<file path="config.mk">
export PLATFORM = sky130hd
export DESIGN_NAME = mem_req_unit_flat
export DESIGN_NICKNAME = d
export VERILOG_FILES = /design/src/rtl/mem_req_if.sv /design/src/rtl/mem_req_unit.sv /design/src/flat_wrapper.sv
export SDC_FILE = /design/constraint.sdc
export NUM_CORES = 1
export LEC_CHECK = 0
export ABC_CLOCK_PERIOD_IN_PS = 2000
export CELL_PAD_IN_SITES_DETAIL_PLACEMENT = 0
export CELL_PAD_IN_SITES_GLOBAL_PLACEMENT = 1
export CORE_MARGIN = 5
export CORE_UTILIZATION = 35
export CTS_CLUSTER_SIZE = 25
export DETAILED_ROUTE_END_ITERATION = 10
export GPL_TIMING_DRIVEN = 0
export PLACE_DENSITY_LB_ADDON = 0.1
export SLEW_MARGIN = 10
export SYNTH_ARGS = -nofsm -noshare
export SYNTH_HDL_FRONTEND = slang
export SYNTH_SLANG_ARGS = --single-unit
</file>
<file path="constraint.sdc">
create_clock -name clk -period 2 [get_ports clk]
set_input_delay 0.4 -clock clk [delete_from_list [all_inputs] [get_ports clk]]
set_output_delay 0.4 -clock clk [all_outputs]
set_load 0.005 [all_outputs]
</file>
<file path="src/rtl/mem_req_if.sv">
`timescale 1ns/1ps
// Data-bus handshake between the memory request engine and the data memory.
// req is held until addr_ok; data_ok answers the oldest accepted request.
interface mem_req_if #(
   parameter int ADDR_W = 32
) ();
   logic              data_req;
   logic              data_wr;
   logic [1:0]        data_size;
   logic [ADDR_W-1:0] data_addr;
   logic [31:0]       data_wdata;
   logic [3:0]        data_wstrb;
   logic              data_addr_ok;
   logic [31:0]       data_rdata;
   logic              data_data_ok;

   modport master (
      output data_req, data_wr, data_size, data_addr, data_wdata, data_wstrb,
      input  data_addr_ok, data_rdata, data_data_ok
   );

   modport slave (
      input  data_req, data_wr, data_size, data_addr, data_wdata, data_wstrb,
      output data_addr_ok, data_rdata, data_data_ok
   );
endinterface

</file>
<file path="src/rtl/mem_req_unit.sv">
`timescale 1ns/1ps
// Memory-stage request engine: issues load/store requests on the data bus,
// tracks up to DEPTH outstanding transactions in order, and aligns/extends
// load data for write-back.
module mem_req_unit #(
   parameter int ADDR_W = 32,
   parameter int DEPTH  = 2
) (
   input  logic              clk,
   input  logic              resetn,
   input  logic              in_valid,
   output logic              in_ready,
   input  logic              in_load,
   input  logic              in_store,
   input  logic [1:0]        in_size,
   input  logic              in_sign,
   input  logic [ADDR_W-1:0] in_addr,
   input  logic [31:0]       in_wdata,
   input  logic [4:0]        in_rd,
   input  logic              exception,
   mem_req_if.master         bus,
   output logic              out_valid,
   output logic              out_is_load,
   output logic [4:0]        out_rd,
   output logic [31:0]       out_rdata,
   output logic              addr_err,
   output logic              resp_err
);
   localparam int PW = (DEPTH > 1) ? $clog2(DEPTH) : 1;
   localparam int CW = PW + 1;
   localparam logic [CW-1:0] DEPTH_C = CW'(DEPTH);

   localparam logic [0:0] IDLE = 1'b0;
   localparam logic [0:0] REQ  = 1'b1;

   typedef struct packed {
      logic       is_load;
      logic [1:0] size;
      logic       sign;
      logic [1:0] off;
      logic [4:0] rd;
   } entry_t;

   logic [0:0]        state;
   logic              r_wr;
   logic [1:0]        r_size;
   logic [ADDR_W-1:0] r_addr;
   logic [31:0]       r_wdata;
   logic [3:0]        r_wstrb;
   entry_t            r_ent;

   entry_t            fifo [DEPTH];
   logic [PW-1:0]     wr_ptr, rd_ptr;
   logic [CW-1:0]     count;
   entry_t            head;

   logic [1:0]  size_n;
   logic        misalign, accept, take, push, pop;
   logic [31:0] fmt_wdata, ld_data;
   logic [3:0]  fmt_wstrb;
   logic [7:0]  ld_byte;
   logic [15:0] ld_half;

   // size 3 behaves as a word everywhere downstream
   assign size_n   = (in_size == 2'd3) ? 2'd2 : in_size;
   assign misalign = ((size_n == 2'd1) && in_addr[0]) ||
                     ((size_n == 2'd2) && (in_addr[1:0] != 2'b00));
   assign in_ready = (state == IDLE) && (count < DEPTH_C);
   assign accept   = in_valid && in_ready;
   assign take     = accept && !exception && !misalign;
   assign push     = (state == REQ) && bus.data_addr_ok;
   assign pop      = bus.data_data_ok && (count != '0);
   assign head     = fifo[rd_ptr];

   assign bus.data_req   = (state == REQ);
   assign bus.data_wr    = r_wr;
   assign bus.data_size  = r_size;
   assign bus.data_addr  = r_addr;
   assign bus.data_wdata = r_wdata;
   assign bus.data_wstrb = r_wstrb;

   // replicate store data across lanes and build byte enables
   always_comb begin
      fmt_wdata = in_wdata;
      fmt_wstrb = 4'b1111;
      case (size_n)
         2'd0: begin
            fmt_wdata = {4{in_wdata[7:0]}};
            fmt_wstrb = 4'b0001 << in_addr[1:0];
         end
         2'd1: begin
            fmt_wdata = {2{in_wdata[15:0]}};
            fmt_wstrb = in_addr[1] ? 4'b1100 : 4'b0011;
         end
         default: ;
      endcase
      if (!in_store) fmt_wstrb = 4'b0000;
   end

   // capture an accepted request and hold it until the bus takes it
   always_ff @(posedge clk or negedge resetn) begin
      if (!resetn) begin
         state   <= IDLE;
         r_wr    <= 1'b0;
         r_size  <= 2'd0;
         r_addr  <= '0;
         r_wdata <= '0;
         r_wstrb <= 4'b0000;
         r_ent   <= '0;
      end else if (take) begin
         state   <= REQ;
         r_wr    <= in_store;
         r_size  <= size_n;
         r_addr  <= {in_addr[ADDR_W-1:2], 2'b00};
         r_wdata <= fmt_wdata;
         r_wstrb <= fmt_wstrb;
         r_ent   <= '{is_load: in_load, size: size_n, sign: in_sign,
                      off: in_addr[1:0], rd: in_rd};
      end else if (push) begin
         state   <= IDLE;
      end
   end

   // tracking storage; only the entries between the pointers are meaningful
   always_ff @(posedge clk) begin
      if (push) fifo[wr_ptr] <= r_ent;
   end

   // in-order pointers and occupancy
   always_ff @(posedge clk or negedge resetn) begin
      if (!resetn) begin
         wr_ptr <= '0;
         rd_ptr <= '0;
         count  <= '0;
      end else begin
         if (push) wr_ptr <= wr_ptr + 1'b1;
         if (pop)  rd_ptr <= rd_ptr + 1'b1;
         if (push && !pop)      count <= count + 1'b1;
         else if (pop && !push) count <= count - 1'b1;
      end
   end

   // select and extend the loaded lane for the head transaction
   always_comb begin
      case (head.off)
         2'd0:    ld_byte = bus.data_rdata[7:0];
         2'd1:    ld_byte = bus.data_rdata[15:8];
         2'd2:    ld_byte = bus.data_rdata[23:16];
         default: ld_byte = bus.data_rdata[31:24];
      endcase
      ld_half = head.off[1] ? bus.data_rdata[31:16] : bus.data_rdata[15:0];
      case (head.size)
         2'd0:    ld_data = {{24{head.sign & ld_byte[7]}}, ld_byte};
         2'd1:    ld_data = {{16{head.sign & ld_half[15]}}, ld_half};
         default: ld_data = bus.data_rdata;
      endcase
   end

   // registered completion and error pulses
   always_ff @(posedge clk or negedge resetn) begin
      if (!resetn) begin
         out_valid   <= 1'b0;
         out_is_load <= 1'b0;
         out_rd      <= 5'd0;
         out_rdata   <= '0;
         addr_err    <= 1'b0;
         resp_err    <= 1'b0;
      end else begin
         out_valid   <= pop;
         out_is_load <= pop && head.is_load;
         addr_err    <= accept && !exception && misalign;
         resp_err    <= bus.data_data_ok && (count == '0);
         if (pop) begin
            out_rd    <= head.rd;
            out_rdata <= head.is_load ? ld_data : 32'd0;
         end
      end
   end
endmodule

</file>
<file path="src/flat_wrapper.sv">
// flat-port wrapper written by rule: the top's interface ports become plain ports
module mem_req_unit_flat 
#(
   parameter int ADDR_W = 32,
   parameter int DEPTH  = 2
)
  (clk, resetn, in_valid, in_ready, in_load, in_store, in_size, in_sign, in_addr, in_wdata, in_rd, exception, out_valid, out_is_load, out_rd, out_rdata, addr_err, resp_err, bus_data_req, bus_data_wr, bus_data_size, bus_data_addr, bus_data_wdata, bus_data_wstrb, bus_data_addr_ok, bus_data_rdata, bus_data_data_ok);
  mem_req_if #(.ADDR_W(ADDR_W)) bus_i ();
  input  logic clk;
  input  logic resetn;
  input  logic in_valid;
  output logic in_ready;
  input  logic in_load;
  input  logic in_store;
  input  logic [1:0] in_size;
  input  logic in_sign;
  input  logic [ADDR_W-1:0] in_addr;
  input  logic [31:0] in_wdata;
  input  logic [4:0] in_rd;
  input  logic exception;
  output logic out_valid;
  output logic out_is_load;
  output logic [4:0] out_rd;
  output logic [31:0] out_rdata;
  output logic addr_err;
  output logic resp_err;
  output wire logic [$bits(bus_i.data_req)-1:0] bus_data_req;
  output wire logic [$bits(bus_i.data_wr)-1:0] bus_data_wr;
  output wire logic [$bits(bus_i.data_size)-1:0] bus_data_size;
  output wire logic [$bits(bus_i.data_addr)-1:0] bus_data_addr;
  output wire logic [$bits(bus_i.data_wdata)-1:0] bus_data_wdata;
  output wire logic [$bits(bus_i.data_wstrb)-1:0] bus_data_wstrb;
  input wire logic [$bits(bus_i.data_addr_ok)-1:0] bus_data_addr_ok;
  input wire logic [$bits(bus_i.data_rdata)-1:0] bus_data_rdata;
  input wire logic [$bits(bus_i.data_data_ok)-1:0] bus_data_data_ok;
  assign bus_data_req = bus_i.data_req;
  assign bus_data_wr = bus_i.data_wr;
  assign bus_data_size = bus_i.data_size;
  assign bus_data_addr = bus_i.data_addr;
  assign bus_data_wdata = bus_i.data_wdata;
  assign bus_data_wstrb = bus_i.data_wstrb;
  assign bus_i.data_addr_ok = bus_data_addr_ok;
  assign bus_i.data_rdata = bus_data_rdata;
  assign bus_i.data_data_ok = bus_data_data_ok;
  mem_req_unit #(.ADDR_W(ADDR_W), .DEPTH(DEPTH)) u_core (.clk(clk), .resetn(resetn), .in_valid(in_valid), .in_ready(in_ready), .in_load(in_load), .in_store(in_store), .in_size(in_size), .in_sign(in_sign), .in_addr(in_addr), .in_wdata(in_wdata), .in_rd(in_rd), .exception(exception), .bus(bus_i), .out_valid(out_valid), .out_is_load(out_is_load), .out_rd(out_rd), .out_rdata(out_rdata), .addr_err(addr_err), .resp_err(resp_err));
endmodule
</file>
== Word level (Yosys, flattened, before mapping) ==
Memory sizes are Yosys's and may differ from the RTL's.
Index checks and enable logic that the tools add are counted.

* Memories: 1
* Input bits: 112
* Logic and storage cells: 76
* Output and inout port bits: 114
* Register bits after elaboration: 124
* RAM bits: 22

* Bitwise operators: 3
* Eq/ne operators: 6
* Multiplexer cells: 15
* Reduce and logical (&&, ||, !) cells: 26
* Order comparisons: 1
* Add/subtract/negate cells: 4
* Shift operators: 1

{| class="wikitable"
|+ Memories
! name !! depth !! bits a word !! rd ports !! clocked after memory_dff !! wr ports !! line !! RTL
|-
| u_core.fifo || 2 || 11 || 1 || 0 || 1 || mem_req_unit.sv:52 || <nowiki>entry_t fifo [DEPTH];</nowiki>
|}

{| class="wikitable"
|+ Operator list
! cell !! count
|-
| one-hot mux 32 bit (2 select lines) || 2
|-
| 2-to-1 mux 32 bit || 1
|-
| one-hot mux 8 bit (3 select lines) || 1
|-
| 2-to-1 mux 16 bit || 1
|-
| logical AND 1 bit || 13
|-
| logical NOT 2 bit || 4
|-
| 2-to-1 mux 4 bit || 2
|-
| one-hot mux 4 bit (2 select lines) || 1
|-
| nonzero test 2 bit || 4
|-
| == test 2 x 1 -> 1 bit (second input constant) || 3
|-
| == test 2 bit (second input constant) || 3
|-
| 2-to-1 mux 2 bit || 3
|-
| logical NOT 1 bit || 4
|-
| 2-to-1 mux 1 bit || 4
|-
| left shift 1 x 2 -> 4 bit (first input constant) || 1
|-
| adder 1 bit (second input constant) || 2
|-
| adder 2 x 1 -> 2 bit (second input constant) || 1
|-
| bitwise AND 1 bit || 2
|-
| < comparator 2 bit (second input constant) || 1
|-
| subtractor 2 x 1 -> 2 bit (second input constant) || 1
|-
| logical OR 1 bit || 1
|-
| NOT 1 bit || 1
|}

== Depth between registers and ports, before layout ==
* Depth in word-level cells: 8
* Depth in mapped cells: 8
* Depth with buffers taken out: 6

== Worst setup path after synthesis ==
No wires, ideal clock.

* Kind: register to register
* Start point: register u_core.count[0]
* End point: register u_core.count[1]
* Arrival: 1.672 ns
* Path slack: 0.203 ns
* Path buffers: 2
* Cell stages (with the launch flop): 8
* Setup time: 0.125 ns
* Required time: 1.875 ns
* Cell sequence: dfrtp_1 -> o21ai_0 -> clkbuf_1 -> clkbuf_1 -> ha_1 -> xor2_1 -> nor2_1 -> xor2_1

* Longest elaborated chain between the ends: 5
* Elaborated cells between the ends (all ways): 10
* Those cells by class: 2 x add/sub; 2 x mux; 6 x reduce/logical

{| class="wikitable"
|+ RTL lines
! what !! line !! RTL
|-
| from (decl) || mem_req_unit.sv:54 || <nowiki>logic [CW-1:0] count;</nowiki>
|-
| from (signal assigned) || mem_req_unit.sv:138 || <nowiki>if (push && !pop) count <= count + 1'b1;</nowiki>
|-
| from (signal assigned) || mem_req_unit.sv:139 || <nowiki>else if (pop && !push) count <= count - 1'b1;</nowiki>
|-
| parallel branches: the longest is 5 deep, another holds subtractor 2 x 1 -> 2 bit || n/a ||
|}

Several ways; the timed one is not identified. The select of a mux whose other input is x is not followed.
A chain may end at the register's enable or synchronous reset.

== Final worst setup path ==
* Start point: input bus_data_rdata[7]
* End point: register u_core.out_rdata[22]

* Longest elaborated chain between the ends: 4

{| class="wikitable"
|+ RTL lines
! what !! line !! RTL
|-
| from (decl) || flat_wrapper.sv:34 || <nowiki>input wire logic [$bits(bus_i.data_rdata)-1:0] bus_data_rdata;</nowiki>
|-
| one-hot mux 8 bit (3 select lines) || mem_req_unit.sv:145 || <nowiki>case (head.off)</nowiki>
|-
| bitwise AND 1 bit || mem_req_unit.sv:153 || <nowiki>2'd0: ld_data = {{24{head.sign & ld_byte[7]}}, ld_byte};</nowiki>
|-
| one-hot mux 32 bit (2 select lines) || mem_req_unit.sv:152 || <nowiki>case (head.size)</nowiki>
|-
| 2-to-1 mux 32 bit || mem_req_unit.sv:175 || <nowiki>out_rdata <= head.is_load ? ld_data : 32'd0;</nowiki>
|-
| to (signal assigned) || mem_req_unit.sv:175 ||
|-
| to (decl) || mem_req_unit.sv:25 || <nowiki>output logic [31:0] out_rdata,</nowiki>
|}

No other way between the ends.

==> run_results.csv <==
group,metric,value,unit
run_status,status,"finished, final reports clean",
synth,async_flop_share,0.849,
sta,fin_crit_sh,0.970,
cts,root_buffer,"clkbuf_16",
drt,dr_wl_met3,1910,µm
sta,timing.final.ws_setup,60.5,ps
synth,netlist_area,0.00635,mm²
floorplan,die_area,0.0209,mm²
final_layout,fillers,1598,
drt,wl_met2,9510,µm
critical_path,critical_path.top_delay_family,"compound AO/OA/AOI/OAI gates",
critical_path,arrival,2270,ps
cts,cts.htree.levels,4,
floorplan,initial_core_util,0.355,
sta,clock_skew,7.91,ps
drt,wl_per_cell,18.7,µm
global_routing,grt_usage,0.188,
final_layout,final_nets,906,
pwr,power.total,13.2,mW
pwr,leakagePower,4.02,nW
critical_path,max_stage_delay,550,ps
final_layout,drive_gt1_frac,0.166,
final_layout,area_growth,51.6,%
final_layout,layout_common_cells,"clkdlybuf4s50_1 (221), dfrtp_1 (124), o21ai_0 (98)",
critical_path,critical_path.max_fanout,10,
cts,cts.path.max_buffers,2,
drt,firstDrtPassIters,5,
critical_path,cp.buffers_inverters,2,
drt,route.top_layer_used,"met5",
critical_path,setup.worst_path.end,"u_core.out_rdata[22]",
sta,slew_headroom,0.390,
sta,grt_setup_unrepaired,"yes",
sta,worst_pin_slew,912,ps
cts,cts_tree,"done",
drt,ant_nets,0,
synth,synth-main-ff-cell,"dfrtp_1",
final_layout,mostFrequentLayoutCell,"clkdlybuf4s50_1",
critical_path,crit_path_cell_trace,"clkdlybuf4s50_1 > nor2_1 > o32a_1 > o221ai_4 > a21oi_4 > buf_6 > o21ai_2",
drt,route.detailed.drc,0,
floorplan,core-area,0.0179,mm²
critical_path,worstSetupStartpoint,"bus_data_rdata[7]",
global_routing,overflow,0,
hold_path,hold_path_class,"flip-flop to flip-flop",
cts,clk-insertion-delay-late,410,ps
synth,synth-seq-area-share,0.593,
floorplan,fp.dieW,145,µm
critical_path,path_class,"input port to flip-flop",
synth,ys.warnings.count,0,
floorplan,ios,226,
sta,max_freq,516,MHz
synth,ys_types,42,
synth,syn_inst,544,
cts,cts-buffers-inserted,17,
global_routing,antenna_found_initial,1,
global_routing,grt_pass1_vias,5514,
placed_design,place_congestion,0.830,
global_routing,grt_max_degree,73,
drt,wl_met1,7690,µm
drt,drtIter0Drc,255,
global_routing,grt_pass1_wl,30200,µm
synth,synth-edff-count,22,
pwr,vdd_drop_max,0.740,mV
critical_path,end_kind,"flip-flop",
cts,path_clk_slew,60,ps
floorplan,die_height,145,µm
floorplan,rows,49,
placed_design,port_buffers,223,
sta,drv_slew,0,
final_layout,num_antenna_cells,0,
critical_path,reg2reg_to,"u_core.out_rdata[21]",
placed_design,pre_cts_ws,-520,ps
critical_path,reg2reg_from,"u_core.rd_ptr",
critical_path,r2r_cells,7,
sta,holdWs,472,ps
synth,yosys_register_bits,146,
critical_path,r2r_setup_slack,80,ps
placed_design,dp_hpwl,14400,µm
sta,finalSetupViolCount,0,
pwr,p_per_area,1370,mW/mm²
run,drv_cap,0,
drt,routed_wl,19300,µm
cts,clkSinkCount,146,
drt,viasPerCell,4.97,
sta,period_needed,1940,ps
critical_path,cp.required,2330,ps
critical_path,crit_path_top_delay_cell,"clkdlybuf4s50_1",
synth,syn_avg_cell_area,11.7,µm²
critical_path,crit_cells,7,
critical_path,cp-start-kind,"input port",
sta,finalHoldViolCount,0,
drt,vias,5145,
[power by group]
| part | leakage, nW | switching (mW) | total, mW | internal [mW] |
|---|---|---|---|---|
| logic | 1.98 | 2.01 | 5.02 | 3.01 |
| clock network | 0.283 | 1.24 | 3.19 | 1.96 |
| registers | 1.75 | 0.685 | 4.94 | 4.26 |
| total | 4.02 | 3.94 | 13.2 | 9.22 |
[flip-flops by register name (all words and copies together), names as in the netlist, 2 cells and up]
register,cells
u_core.bus.data_addr,30
u_core.bus.data_size,2
u_core.bus.data_wdata,32
u_core.bus.data_wstrb,4
u_core.count,2
u_core.fifo,22
u_core.out_rd,5
u_core.out_rdata,32
u_core.r_ent,9
[worst min-delay path by stage]
stage | startpoint | end | slack [ps] | depth (start not counted)
after floorplan | resetn | u_core.addr_err | 100 | 0
after global placement | u_core.r_ent[0] | u_core.fifo[0][0] | 440 | 0
after detailed placement | resetn | u_core.out_rd[3] | 390 | 1
after CTS | u_core.r_ent[5] | u_core.fifo[0][5] | 470 | 0
after global routing | u_core.r_ent[2] | u_core.fifo[0][2] | 490 | 0
final | u_core.r_ent[5] | u_core.fifo[0][5] | 470 | 0
[through the flow]
step	cells	setup TNS, ps	area (µm²)	util
3_5_place_dp	998	-44710	8900	0.497
2_1_floorplan	545	0	6350	-
6_report	1035	0	9630	0.538
5_1_grt	1035	-631	9630	0.538
3_3_place_gp	997	-620250	8870	0.496
4_1_cts	1034	0	9580	0.535
[cell usage after synthesis (2+ instances only)]
cell	number	share of area
a21oi_1	19	0.015
buf_2	9	0.0071
buf_4	5	0.0059
buf_6	2	0.0035
clkbuf_1	19	0.011
dfrtp_1	124	0.49
edfxtp_1	22	0.10
inv_1	6	0.0035
mux2_2	49	0.087
mux2i_1	43	0.068
nand2_1	70	0.041
nand2b_1	2	0.0020
nand3b_1	2	0.0024
nor2_1	24	0.014
nor2b_1	4	0.0039
o21ai_0	99	0.078
o21ai_2	10	0.014
o2bb2ai_1	7	0.0097
o31ai_1	2	0.0024
xnor2_1	3	0.0041
xor2_1	2	0.0028
[what timing repair did]
action / 4_1_cts / 5_1_grt
pin swaps: 1 / 0
setup buffers: 3 / 2
resized for setup: 18 / 19
setup endpoints to repair: 68 / 105
endpoints found under the hold margin: 52 / 0
hold buffers: 1 / 0
[per-layer routing]
layer | track usage | up-vias
met4 | 0.0515 | 2
li1 | - | 2415
met1 | 0.233 | 2498
met2 | 0.306 | 209
met3 | 0.0759 | 21
met5 | 0 | -
[logic make-up after synthesis]
| kind of cell | Yosys count | synth area share |
|---|---|---|
| and+or+nand+nor | 108 | 0.0703 |
| adders and majority gates | 1 | 0.00197 |
| DFF | 146 | 0.593 |
| buffers and inverters | 42 | 0.0319 |
| other | 1 | 0.000591 |
| xor gates and xnor gates | 5 | 0.00690 |
| AOI/OAI and AO/OA | 148 | 0.137 |
| muxes | 93 | 0.158 |
[layout make-up]
class / count / area [µm²] / share of cell area
buffer: 35 / 203 / 0.0211
clock buffer: 18 / 429 / 0.0446
clock inverter: 14 / 161 / 0.0168
inverter: 6 / 22.5 / 0.00234
multi-input combinational: 357 / 2450 / 0.254
sequential: 146 / 3760 / 0.391
tap: 229 / 287 / 0.0298
timing repair buffer: 230 / 2310 / 0.240
(Power assumes the default switching activity.)
